[src/rtl/byte_unstriper.sv]
// byte_unstriper: per-lane COM-based deskew FIFOs (i_lane_byte/dk/valid in, i_realign) reassembling lockstep words (o_word/o_word_dk/o_word_valid) with o_aligned and o_deskew_err status
module byte_unstriper #(
    parameter int NUM_LANES    = 4,
    parameter int DESKEW_DEPTH = 8
) (
    input  logic                   i_clk,
    input  logic                   i_rst,
    input  logic [8*NUM_LANES-1:0] i_lane_byte,
    input  logic [NUM_LANES-1:0]   i_lane_dk,
    input  logic [NUM_LANES-1:0]   i_lane_valid,
    input  logic                   i_realign,
    output logic [8*NUM_LANES-1:0] o_word,
    output logic [NUM_LANES-1:0]   o_word_dk,
    output logic                   o_word_valid,
    output logic                   o_aligned,
    output logic                   o_deskew_err
);
    localparam int AW = $clog2(DESKEW_DEPTH);
    typedef enum logic {HUNT, ALIGNED} state_t;
    state_t state, state_nxt;
    logic [8:0] mem [NUM_LANES][DESKEW_DEPTH];
    logic [AW:0] wr_ptr [NUM_LANES];
    logic [AW:0] rd_ptr [NUM_LANES];
    logic [NUM_LANES-1:0] empty, full, com_in, head_com, accept, wr, head_dk;
    logic [8*NUM_LANES-1:0] head_byte;
    logic all_ne, pop, pop_err, ovf_err, hunt_err, err, flush, emit;
    always_comb begin
        empty     = '0;
        full      = '0;
        com_in    = '0;
        head_com  = '0;
        head_dk   = '0;
        head_byte = '0;
        for (int i = 0; i < NUM_LANES; i++) begin
            empty[i]           = wr_ptr[i] == rd_ptr[i];
            full[i]            = wr_ptr[i] == {~rd_ptr[i][AW], rd_ptr[i][AW-1:0]};
            com_in[i]          = {i_lane_dk[i], i_lane_byte[8*i+:8]} == 9'h1BC;
            head_com[i]        = mem[i][rd_ptr[i][AW-1:0]] == 9'h1BC;
            head_dk[i]         = mem[i][rd_ptr[i][AW-1:0]][8];
            head_byte[8*i+:8]  = mem[i][rd_ptr[i][AW-1:0]][7:0];
        end
    end
    // In HUNT every head is COM, so the pop that completes alignment emits the COM word itself
    assign all_ne   = ~|empty;
    assign pop      = all_ne;
    assign pop_err  = pop && |head_com && !(&head_com);
    assign ovf_err  = state == ALIGNED && !pop && |(i_lane_valid & full);
    assign hunt_err = state == HUNT && !all_ne && |full;
    assign err      = pop_err || ovf_err || hunt_err;
    assign flush    = i_realign || err;
    assign emit     = pop && !flush;
    assign accept   = state == ALIGNED ? i_lane_valid : i_lane_valid & (~empty | com_in);
    assign wr       = flush ? '0 : accept;
    always_comb begin
        state_nxt = flush ? HUNT : (pop ? ALIGNED : state);
    end
    always_ff @(posedge i_clk or posedge i_rst) begin
        if (i_rst) state <= HUNT;
        else state <= state_nxt;
    end
    assign o_aligned = state == ALIGNED;
    always_ff @(posedge i_clk or posedge i_rst) begin
        if (i_rst) begin
            o_word       <= '0;
            o_word_dk    <= '0;
            o_word_valid <= 1'b0;
            o_deskew_err <= 1'b0;
            for (int i = 0; i < NUM_LANES; i++) begin
                wr_ptr[i] <= '0;
                rd_ptr[i] <= '0;
            end
        end else begin
            o_word_valid <= emit;
            o_deskew_err <= err && !i_realign;
            if (emit) begin
                o_word    <= head_byte;
                o_word_dk <= head_dk;
            end
            for (int i = 0; i < NUM_LANES; i++) begin
                wr_ptr[i] <= flush ? '0 : wr_ptr[i] + (AW+1)'(wr[i]);
                rd_ptr[i] <= flush ? '0 : rd_ptr[i] + (AW+1)'(pop);
            end
        end
    end
    always_ff @(posedge i_clk) begin
        for (int i = 0; i < NUM_LANES; i++)
            if (wr[i]) mem[i][wr_ptr[i][AW-1:0]] <= {i_lane_dk[i], i_lane_byte[8*i+:8]};
    end
endmodule

[config.mk]
export PLATFORM = sky130hd
export DESIGN_NAME = byte_unstriper
export DESIGN_NICKNAME = d
export VERILOG_FILES = /design/src/rtl/byte_unstriper.sv
export SDC_FILE = /design/constraint.sdc
export NUM_CORES = 1
export LEC_CHECK = 0
export CAP_MARGIN = 0
export CORE_MARGIN = 2
export CORE_UTILIZATION = 35
export CTS_CLUSTER_SIZE = 28
export DETAILED_ROUTE_END_ITERATION = 12
export GPL_TIMING_DRIVEN = 0
export SYNTH_ARGS = -nofsm -noshare
export SYNTH_HDL_FRONTEND = slang
export SYNTH_SLANG_ARGS = --single-unit
[constraint.sdc]
create_clock -name i_clk -period 4.1 [get_ports i_clk]
set_clock_uncertainty 0.05 [all_clocks]
set_input_delay 0.82 -clock i_clk [delete_from_list [all_inputs] [get_ports i_clk]]
set_output_delay 0.82 -clock i_clk [all_outputs]
set_load 0.01 [all_outputs]
==> results_dict.tcl <==
set metrics [dict create \
    grt_pass1_wl_mm 49.1 \
    end_kind "register" \
    synth_nets 832 \
    cap_violations 0 \
    synth-main-ff-cell "edfxtp_1" \
    cts_tree "yes" \
    hpwl_mm 21.0 \
    synthTopCellsByCount "edfxtp_1, dfrtp_1, mux4_2, mux2_2, nor2_1" \
    grt_overflow 0 \
    drive_above_1_share 0.300 \
    wirelength_mm 31.9 \
    netlist_instances 773 \
    cts-root-buf "clkbuf_16" \
    hp-class "reg2reg" \
    layout_worst_path_cycle_share 0.955 \
    grt_max_degree 61 \
    num_antenna_cells 0 \
    syn_area_per_cell_sq_um 19.1 \
    drt-pass1-iter-count 5 \
    crit_family "simple AND/OR/NAND/NOR gates" \
    tightest_slew_ns 0.880 \
    critical_path_arrival_ns 4.04 \
    insertion_delay_ns 0.52 \
    critical-path-max-stage-delay_ns 0.57 \
    die_width_microns 210 \
    synth.yosys.warnings 0 \
    ioPinCount 82 \
    cp_max_fo 10 \
    numCtsBuffers 38 \
    drtIter0Drc 489 \
    grt_setup_unrepaired "no" \
    synth_area_sq_mm 0.0148 \
    cpMaxStageDelayCell "mux4_1" \
    drc 0 \
    track_usage 0.150 \
    period_needed_ns 3.92 \
    fillers 3632 \
    ys_top_cells_by_area "edfxtp_1, dfrtp_1, mux4_2, mux2_2, mux2_4" \
    cts_max_path_buffers 3 \
    clk_pin_slew_ns 0.06 \
    synth_cell_type_count 43 \
    power.density_mw_per_mm2 414 \
    yosysMostFrequentCell "edfxtp_1" \
    synth_edf_count 288 \
    multi_input_area_sq_mm 0.00433 \
    ys_seq_area_frac 0.705 \
    wl_per_cell_microns 21.4 \
    io_buffer_count 81 \
    hold_viol_final 0 \
    core_area_sq_mm 0.0419 \
    initial_core_util 0.353 \
    clock_sinks 359 \
    cp.required_ns 4.23 \
    synthArstFlopShare 0.198 \
    rows 75 \
    vias 7527 \
    dp.cells 1401 \
    p_leak_nw 6.35 \
    cp_cell_sequence "buf_8, buf_12, mux4_1, mux2i_2, nand4_1, or3_4, nor4_4, o31ai_4, buf_6, buf_4, nor2_4" \
    die_area_sq_mm 0.0439 \
    drv_slew 0 \
    die_h_microns 210 \
    antenna_found_initial 1 \
    cp-start-kind "register" \
    ir_drop_mv 0.195 \
    ys_seq_elements 359 \
    total_power_w 0.00746 \
    num-nets-final 978 \
    finalSetupViolCount 0 \
    area_growth_pct 21.9 \
    ant_nets 0 \
    place.gp.congestion 0.743 \
    cp_num_buf_inv 4 \
    max_clock_freq_mhz 255 \
    relSlewSlack 0.410 \
    fin_cells 1487 \
    h-tree-depth 2 \
    critPathKind "reg2reg" \
    synth_top_area_frac 0.585 \
    synth_top_area_cell "edfxtp_1" \
    grt_pass1_vias 7885 \
    viasPerCell 5.06 \
    status "finished, final reports clean" \
    regArea_sq_mm 0.0104 \
]
cells in the final DEF (no fill, tap or decap), types with 4 or more instances in the layout:
master / count
nor4b_1: 4
and4b_1: 4
edfxtp_1: 288
ha_1: 16
nand4_1: 9
mux2_2: 37
clkbuf_8: 6
xnor2_1: 12
nor2b_1: 5
nand2_1: 7
nand4b_1: 13
nor2_1: 6
mux2i_1: 8
clkbuf_1: 22
buf_4: 29
nand3_1: 21
nor3b_1: 20
mux2_4: 23
clkinv_1: 4
mux4_2: 71
dfrtp_1: 71
nor2_4: 20
clkinv_2: 6
nor4_1: 4
clkbuf_16: 39
buf_6: 10
nor4_2: 6
inv_1: 8
clkbuf_2: 4
clkdlybuf4s50_1: 81
xor2_1: 20
nor2_2: 4
nor3_1: 25
buf_2: 5
metal layers:
layer	GRT usage	vias up	part of all wire
li1	-	3401	-
met1	0.201	3927	0.44
met2	0.249	157	0.49
met3	0.0301	40	0.049
met4	0.0404	2	0.018
met5	0	-	0.00041
path summary, 6_finish.rpt:
kind                       startpoint      endpoint  slack [ns]  cells after the start
setup / recovery            rd_ptr[1]    mem[1][39]        0.18                     11
hold / removal             o_word[16]    o_word[16]        0.46                      1
setup reg to reg            rd_ptr[1]    mem[1][39]        0.18                     11
hold reg to reg            o_word[16]    o_word[16]        0.46                      1
max in group asynchronous       i_rst  o_word_dk[2]        2.91                      3
min in group asynchronous       i_rst    o_word[13]        0.51                      2
worst register-to-register path: stages, from the launching register on:
cell and delay (ns):
dfrtp_1 0.38, buf_8 0.19, buf_12 0.16, mux4_1 0.58, mux2i_2 0.22, nand4_1 0.18, or3_4 0.45, nor4_4 0.40
o31ai_4 0.17, buf_6 0.18, buf_4 0.23, nor2_4 0.38
logic make-up after synthesis:
kind of cell | after synthesis | share of synthesized area
AO/OA/AOI/OAI | 9 | 0.00635
XOR/XNOR | 32 | 0.0190
adder cells (fa/ha/maj) | 16 | 0.0135
buffers and inverters | 51 | 0.0195
flip-flops | 359 | 0.705
multiplexers | 144 | 0.170
AND/OR/NAND/NOR | 162 | 0.0668
final cells by class:
cell class / count / area share
buffer: 40 / 0.0146
inverter: 9 / 0.00201
sequential: 359 / 0.578
clock inverter: 16 / 0.00895
clock buffer: 53 / 0.0604
multi-input combinational: 363 / 0.240
tap: 539 / 0.0374
timing repair buffer: 108 / 0.0580
report_power, final:
| group | internal, W | switching [W] |
|---|---|---|
| Clock | 0.00205 | 0.00136 |
| Combinational | 0.0000438 | 0.0000752 |
| Sequential | 0.00394 | 0.000000114 |
| Total | 0.00603 | 0.00143 |
flip-flops by register name, summed over array words and instances, names as in the netlist:
register,cells
o_deskew_err,1
mem,288
o_word_dk,4
o_aligned,1
o_word,32
wr_ptr,16
o_word_valid,1
rd_ptr,16
repair_timing:
item	CTS	global route
buffers inserted	12	7
setup endpoints to repair	304	234
hold endpoints to repair	0	0
resized for setup	59	5
hold buffers	0	0
pin swaps	9	3
per-stage QoR:
stage	hold slack [ns]	setup TNS, ns	utilization	instance area (sq um)	setup slack (ns)
3_5_place_dp	0.446	-142.85	0.392	16400	-0.629
4_1_cts	0.459	0	0.429	18000	0.0733
6_report	0.457	0	0.431	18000	0.184
3_3_place_gp	0.440	-229.13	0.389	16300	-1.55
2_1_floorplan	0.500	0	-	14800	0.113
5_1_grt	0.473	0	0.431	18000	0.00120
No activity file was read; power rests on OpenSTA's default activity.
